**src/rtl/note_sequencer.sv**
```systemverilog
// note_sequencer: walks a note ROM at a fixed tempo, with a one-shot sound effect that can pre-empt the melody
module note_sequencer #(
  parameter int TEMPO_DIV = 12_500_000,
  parameter int ADDR_W    = 6,
  parameter int VOL_MAX   = 5
) (
  input  logic              clk,
  input  logic              rst,
  input  logic              play_pulse,
  input  logic              stop_pulse,
  input  logic              vol_up,
  input  logic              vol_down,
  input  logic              sfx_req,
  input  logic [21:0]       sfx_div,
  input  logic [3:0]        sfx_beats,
  output logic              sfx_ack,
  output logic [ADDR_W-1:0] rom_addr,
  input  logic [47:0]       rom_data,
  output logic [21:0]       note_div_left,
  output logic [21:0]       note_div_right,
  output logic [2:0]        volume,
  output logic [2:0]        state
);
  typedef enum logic [2:0] {IDLE, LOAD, PLAY, PAUSE, SFX} state_t;
  localparam int TW = $clog2(TEMPO_DIV);
  localparam logic [TW-1:0] LAST = TW'(TEMPO_DIV - 1);
  localparam logic [21:0] SIL = 22'd1;
  state_t st, st_n, ret, ret_n;
  logic [ADDR_W-1:0] addr_n;
  logic [TW-1:0] tick, tick_n, stick, stick_n;
  logic [3:0] beat, beat_n, sbeat, sbeat_n, rom_beats;
  logic [21:0] nl, nl_n, nr, nr_n, sdiv, sdiv_n, dl_n, dr_n;
  logic [2:0] vol_n;
  logic stop_pend, stop_pend_n, tick_wrap, stick_wrap, note_end, sfx_end, accept, go_idle;
  assign rom_beats  = rom_data[47:44];
  assign tick_wrap  = tick == LAST;
  assign stick_wrap = stick == LAST;
  assign note_end   = tick_wrap && beat == 4'd1;
  assign sfx_end    = st == SFX && stick_wrap && sbeat == 4'd1;
  assign accept     = !stop_pulse && sfx_req && (st == IDLE || st == PLAY || st == PAUSE);
  assign go_idle    = (stop_pulse && st != SFX) || (sfx_end && (stop_pend || stop_pulse));
  always_comb begin
    st_n = st;
    ret_n = ret;
    addr_n = rom_addr;
    tick_n = tick;
    beat_n = beat;
    stick_n = stick;
    sbeat_n = sbeat;
    nl_n = nl;
    nr_n = nr;
    sdiv_n = sdiv;
    stop_pend_n = stop_pend;
    // melody time advances on every PLAY cycle, including the one that leaves PLAY
    if (st == PLAY) begin
      tick_n = tick_wrap ? '0 : tick + 1'b1;
      beat_n = tick_wrap ? beat - 4'd1 : beat;
      addr_n = note_end ? rom_addr + 1'b1 : rom_addr;
      st_n = note_end ? LOAD : PLAY;
      if (play_pulse) st_n = PAUSE;
    end
    if (st == LOAD && rom_beats != 4'd0) begin
      st_n = PLAY;
      nl_n = rom_data[21:0];
      nr_n = rom_data[43:22];
      beat_n = rom_beats;
      tick_n = '0;
    end else if (st == LOAD) begin
      st_n = rom_addr != '0 ? LOAD : IDLE;
      addr_n = '0;
      nl_n = rom_addr != '0 ? nl : SIL;
      nr_n = rom_addr != '0 ? nr : SIL;
    end
    if (st == PAUSE && play_pulse) st_n = beat == 4'd0 ? LOAD : PLAY;
    if (st == IDLE && play_pulse) begin
      st_n = LOAD;
      addr_n = '0;
    end
    if (st == SFX) begin
      stick_n = stick_wrap ? '0 : stick + 1'b1;
      sbeat_n = stick_wrap ? sbeat - 4'd1 : sbeat;
      stop_pend_n = stop_pend || stop_pulse;
      st_n = sfx_end ? ret : SFX;
      if (sfx_end) stop_pend_n = 1'b0;
    end
    if (accept) begin
      ret_n = (st == PLAY && note_end) ? LOAD : st;
      st_n = SFX;
      sdiv_n = sfx_div;
      sbeat_n = sfx_beats == 4'd0 ? 4'd1 : sfx_beats;
      stick_n = '0;
    end
    if (go_idle) begin
      st_n = IDLE;
      addr_n = '0;
      tick_n = '0;
      beat_n = '0;
      nl_n = SIL;
      nr_n = SIL;
    end
  end
  assign dl_n = st_n == SFX ? sdiv_n : (st_n == PLAY || st_n == LOAD) ? nl_n : SIL;
  assign dr_n = st_n == SFX ? sdiv_n : (st_n == PLAY || st_n == LOAD) ? nr_n : SIL;
  assign vol_n = (vol_up && !vol_down && volume != 3'(VOL_MAX)) ? volume + 3'd1 :
                 (vol_down && !vol_up && volume != 3'd0) ? volume - 3'd1 : volume;
  always_ff @(posedge clk or negedge rst) begin
    if (!rst) begin
      st <= IDLE;
      ret <= IDLE;
      rom_addr <= '0;
      tick <= '0;
      beat <= '0;
      stick <= '0;
      sbeat <= '0;
      nl <= SIL;
      nr <= SIL;
      sdiv <= SIL;
      stop_pend <= 1'b0;
      sfx_ack <= 1'b0;
      note_div_left <= SIL;
      note_div_right <= SIL;
      volume <= 3'd3;
    end else begin
      st <= st_n;
      ret <= ret_n;
      rom_addr <= addr_n;
      tick <= tick_n;
      beat <= beat_n;
      stick <= stick_n;
      sbeat <= sbeat_n;
      nl <= nl_n;
      nr <= nr_n;
      sdiv <= sdiv_n;
      stop_pend <= stop_pend_n;
      sfx_ack <= accept;
      note_div_left <= dl_n;
      note_div_right <= dr_n;
      volume <= vol_n;
    end
  end
  assign state = st;
endmodule
```
**config.mk**
```make
export PLATFORM = sky130hd
export DESIGN_NAME = note_sequencer
export DESIGN_NICKNAME = d
export VERILOG_FILES = /design/src/rtl/note_sequencer.sv
export SDC_FILE = /design/constraint.sdc
export NUM_CORES = 1
export LEC_CHECK = 0
export BUFFER_PORTS_ARGS = -buffer_cell sky130_fd_sc_hd__clkbuf_2
export CORE_AREA = 2 2 151 153
export CTS_CLUSTER_DIAMETER = 120
export CTS_CLUSTER_SIZE = 20
export DETAILED_ROUTE_END_ITERATION = 10
export DIE_AREA = 0 0 153 155
export GPL_ROUTABILITY_DRIVEN = 0
export GPL_TIMING_DRIVEN = 0
export SYNTH_ARGS = -nofsm -noshare
export SYNTH_HDL_FRONTEND = slang
export SYNTH_SLANG_ARGS = --single-unit
```
**constraint.sdc**
```tcl
create_clock -name clk -period 2.5 [get_ports clk]
set_input_delay 0.125 -clock clk [delete_from_list [all_inputs] [get_ports clk]]
set_output_delay 0.125 -clock clk [all_outputs]
set_load 0.03 [all_outputs]
```
Word level (Yosys, flattened, before mapping)
Cells that the tools add are included.
Storage, ports and cells
  register bits after elaboration: 183
  output and inout bits: 57
Operators by class
  add/subtract/negate cells: 7
  equal/unequal tests: 13
  mux-type cells: 51
  reductions and logical operators: 36
Operator list (number)
  $mux W22: 13
  $mux W24: 7
  $add A24 B1 Y24 const B: 2
  $eq A24 B24 Y1 const B: 2
  $mux W3: 12
  $mux W6: 6
  $mux W4: 8
  $logic_and A1 B1 Y1: 15
  $eq A3 B2 Y1 const B: 3
  $reduce_bool A3 Y1: 3
  $eq A4 B1 Y1 const B: 2
  $logic_not A4 Y1: 2
  $sub A4 B1 Y4 const B: 2
  $add A6 B1 Y6 const B: 1
  $eq A3 B1 Y1 const B: 2
  $eq A3 B3 Y1 const B: 2
  $mux W2: 3
  $ne A3 B3 Y1 const B: 2
  $reduce_bool A2 Y1: 3
  $reduce_bool A6 Y1: 1
  $logic_or A1 B1 Y1: 5
  $reduce_and A2 Y1: 2
  $reduce_bool A4 Y1: 1
  $add A3 B1 Y3 const B: 1
  4 further kinds: 7

Depth between registers and ports, before layout
  word-level depth: 16
  mapped depth: 10

Worst setup path after synthesis
No wires, ideal clock.
  kind: register to register
  start: register st[1], in the netlist state[1]
  end: register tick[19]
  arrival time: 2.468 ns
  slack: -0.049 ns
  cell stages (with the launch flop): 9
  path through: dfrtp_1 > or3b_2 > clkbuf_1 > nand3_1 > o21ai_2 > or4_1 > buf_2 > or3_1 > a21oi_1
On the way
  word-level cells in the longest chain between the ends: 6
  elaborated cells between the ends (all ways): 13
  those cells by class: eq/ne: 4; mux: 2; reduce/logical: 7
RTL lines
  from (decl): line 28  | state_t st, st_n, ret, ret_n;
  from (signal assigned): line 124  | st <= st_n;
  $eq A3 B3 Y1: line 39  | assign sfx_end = st == SFX && stick_wrap && sbeat == 4'd1;
  $logic_and A1 B1 Y1 (2 in a row): line 39
  $logic_and A1 B1 Y1: line 41  | assign go_idle = (stop_pulse && st != SFX) || (sfx_end && (stop_pend || stop_pulse));
  $logic_or A1 B1 Y1: line 41
  $reduce_bool A3 Y1 (no line) / $mux W24 (equally long branches)
  to (signal assigned): line 127  | tick <= tick_n;
  to (decl): line 30  | logic [TW-1:0] tick, tick_n, stick, stick_n;
Parallel ways exist; a longest one is shown, timed or not.
A chain may end at the register's enable or synchronous reset.

Worst setup path after layout
  start: register stick[8]
  end: register tick[19]
On the way
  word-level cells in the longest chain between the ends: 6
  elaborated cells between the ends (all ways): 7
  those cells by class: eq/ne: 1; mux: 1; reduce/logical: 5
RTL lines
  from (decl): line 30
  from (signal assigned): line 129  | stick <= stick_n;
  $eq A24 B24 Y1 (*): line 37  | assign stick_wrap = stick == LAST;
  $logic_and A1 B1 Y1 (*) (2 in a row): line 39
  $logic_and A1 B1 Y1 (*): line 41
  $logic_or A1 B1 Y1 (*): line 41
  $reduce_bool A3 Y1 (no line) / $mux W24 (equally long branches)
Every way passes the cells marked *; elsewhere a longest branch is shown, timed or not.

==> results.py <==
metrics = {
    "power_and_ir_drop": {
        "p_sw_frac": 0.4174,
        "p_sw_mw": 5.205,
        "irDropWorstVdd_mv": 0.6495,
        "p_leak_nw": 5.801,
        "pwr-share-clk": 0.214,
        "intPower_mw": 7.264,
        "p_comb_frac": 0.453,
        "powerDensity_mw_per_mm2": 1059,
        "p_seq_frac": 0.332,
    },
    "logic_synthesis": {
        "synth_nets": 1047,
        "netlist_area_sq_mm": 0.008688,
        "netlist_top_cells_count": "223 x nand2_1, 176 x dfrtp_1, 81 x inv_1",
        "synth_top_area_frac": 0.5069,
        "syn_area_per_cell_sq_um": 9.088,
        "yosysTopAreaCell": "dfrtp_1",
        "seq_area_frac_synth": 0.5281,
        "synth_area_leaders": "dfrtp_1 51%, nand2_1 9.6%, inv_1 3.5%",
        "netlist_instances": 956,
        "synth-edff-count": 0,
        "async_reset_ff_frac": 1.000,
        "synthFlopType": "dfrtp_1",
        "yosys_register_bits": 183,
        "ys.warnings.count": 0,
        "synth_cell_types": 63,
        "synth_most_common_cell": "nand2_1",
    },
    "clock_network": {
        "htreeDepth": 4,
        "cts_tree": "built",
        "clock_path_buffers": 2,
        "clk_pin_slew_ps": 70,
        "cts-root-buf": "clkbuf_16",
        "cts_made_buffers": 17,
        "clk_latency_ps": 430,
        "cts_sinks": 183,
    },
    "job": {
        "cap_violations": 0,
    },
    "grt": {
        "grtUsageTotal": 0.1970,
        "antenna_found_initial": 0,
        "grt_pass1_wl_mm": 37.78,
        "grt_max_degree": 109,
        "grt_pass1_vias": 7248,
        "grt_overflow": 0,
    },
    "critical_path": {
        "start_kind": "flip-flop",
        "path_cells": "nor4_4 > nand4_4 > nor3_4 > o21ai_2 > or4_4 > buf_6 > or3_4 > a21oi_2",
        "slowest_stage": "or4_4",
        "end_kind": "flip-flop",
        "worstPathArrival_ps": 2900,
        "crit_required_ps": 2860,
        "critical_path.max_stage_delay_ps": 490,
        "cp_top_family": "simple AND/OR/NAND/NOR gates",
        "critPathKind": "flip-flop to flip-flop",
        "path_buf_inv": 1,
        "critPathMaxFanout": 10,
    },
    "drt": {
        "ant_nets": 0,
        "drt-vias-per-instance": 5.095,
        "wire_per_inst_um": 16.14,
        "drc": 0,
        "met3_length_um": 946,
        "drt-met1-wl_mm": 11.48,
        "vias": 7561,
        "drt_iter0_markers": 451,
        "routed-wl-met2_mm": 11.22,
        "drt-total-wl_mm": 23.96,
        "highest_layer": "met4",
        "firstDrtPassIters": 5,
    },
    "sta": {
        "tns_ps": -458.3,
        "maxSlewHeadroom": 0.4813,
        "setup_slack_ps": -39.88,
        "rsz0062_at_grt": "yes",
        "fmax_mhz": 393.7,
        "worst_slew_pin_slew_ps": 771.5,
        "final_max_slew_viol_count": 0,
        "fin_skew_ps": 10.79,
        "finalSetupViolations": 30,
        "layout_worst_path_cycle_share": 1.016,
        "layout_min_cycle_time_ps": 2540,
        "hold_viol": 0,
    },
    "floorplanning": {
        "die_h_um": 155,
        "start_util": 0.3909,
        "core_sq_mm": 0.02223,
        "rows": 55,
        "fp.dieW_um": 153,
        "dieArea_sq_mm": 0.02372,
        "ios": 138,
    },
    "place": {
        "placed_cells": 1377,
        "pre_cts_slack_ps": -634.6,
        "port_buffers": 135,
        "dp_hpwl_mm": 15.71,
    },
    "finish": {
        "fin_nets": 1277,
        "finalNonFillerCells": 1484,
        "layout-drive-gt1-share": 0.2886,
        "fill_cells": 2001,
        "n_antenna_cell": 0,
        "areaGrowthSynthToFinish_pct": 35.53,
    },
    "outcome": {
        "violations": "negative setup slack",
        "status": "finished with violations",
    },
    "hold_path": {
        "hp-class": "primary input to flip-flop",
    },
}
## layout by cell type (no fill, tap or decap), types with 16 or more instances in the layout
cell           instances
dfrtp_1              162
nand2_1              221
mux2i_1               20
o21ai_0               43
clkbuf_1              16
o22ai_2               25
clkbuf_16             19
a21oi_1               37
clkbuf_2             140
inv_1                 77
nand3_1               16
dlygate4sd3_1         44
buf_4                 29
nor2_1                64
o22ai_1               17
## cell type report
type / count / area [sq um] / area share
clock inverters: 15 / 158.9 / 0.01349
repair buffers: 215 / 1480 / 0.1257
well taps: 285 / 356.6 / 0.03028
clock buffers: 17 / 425.4 / 0.03613
plain buffers: 43 / 329.1 / 0.02795
inverters: 82 / 310.3 / 0.02635
flip-flops and latches: 183 / 4606 / 0.3911
multi-input cells: 644 / 4109 / 0.3490
## logic make-up (layout without fill, tap and decap cells)
kind of cell | Yosys count | count (layout) | share of synthesized area
xor+xnor | 22 | 22 | 0.02218
buf+inv | 129 | 372 | 0.05832
fa+ha+maj | 10 | 10 | 0.01527
compound gates | 178 | 178 | 0.1237
simple gates | 408 | 408 | 0.2225
flops | 183 | 183 | 0.5281
mux | 26 | 26 | 0.02995
## through the flow
step	hold slack, ps	area (sq um)	total power [mW]	utilization
floorplan	-170.6	8695	6.936	-
global placement	368.1	9727	8.259	0.4376
detailed placement	198.5	9763	8.306	0.4392
CTS	1.657	11010	11.34	0.4951
global route	23.87	11780	13.20	0.5298
finish	16.93	11780	12.47	0.5298
## sequential cells by signal (all words and copies together), names as in the netlist, 4 cells and up
register / count
stick: 24
tick: 24
nl: 22
note_div_left: 22
note_div_right: 22
nr: 22
sdiv: 22
rom_addr: 6
beat: 4
sbeat: 4
## worst reg2reg max path, delay by kind of cell (launching register included)
| family | cells | cell delay (ps) |
|---|---|---|
| and+or+nand+nor | 5 | 1650 |
| buffers and inverters | 1 | 150 |
| AOI/OAI and AO/OA | 2 | 230 |
| DFF | 1 | 430 |
## final timing paths
| path | start | to | slack [ps] | depth (start not counted) |
|---|---|---|---|---|
| max | stick[8] | tick[19] | -40 | 8 |
| min | rom_data[44] | beat[0] | 20 | 3 |
| max reg2reg | stick[8] | tick[19] | -40 | 8 |
| min reg2reg | stick[21] | stick[21] | 480 | 1 |
| max in group asynchronous | rst | tick[6] | 1230 | 3 |
| min in group asynchronous | rst | stick[19] | 270 | 2 |
## power groups by stage
stage	logic, mW	clock network (mW)	registers, mW
after global placement	4.07	0	4.19
final	5.65	2.67	4.15
after floorplan	2.10	0	4.83
after global routing	6.11	2.85	4.24
after detailed placement	4.11	0	4.19
after CTS	4.47	2.72	4.14
## routing by layer
layer | vias up | GRT usage
met2 | 161 | 0.3143
li1 | 3723 | -
met5 | - | 0
met3 | 19 | 0.03733
met4 | 0 | 0.04894
met1 | 3658 | 0.2790
## repair_timing
action / in CTS / in global routing
hold endpoints to repair: 112 / 0
setup buffers: 11 / 22
gates cloned: 0 / 3
hold buffers: 44 / 0
pin swaps: 8 / 17
setup endpoints to repair: 144 / 113
resized for setup: 39 / 135
Note: power is estimated with default switching activity, not from simulation.
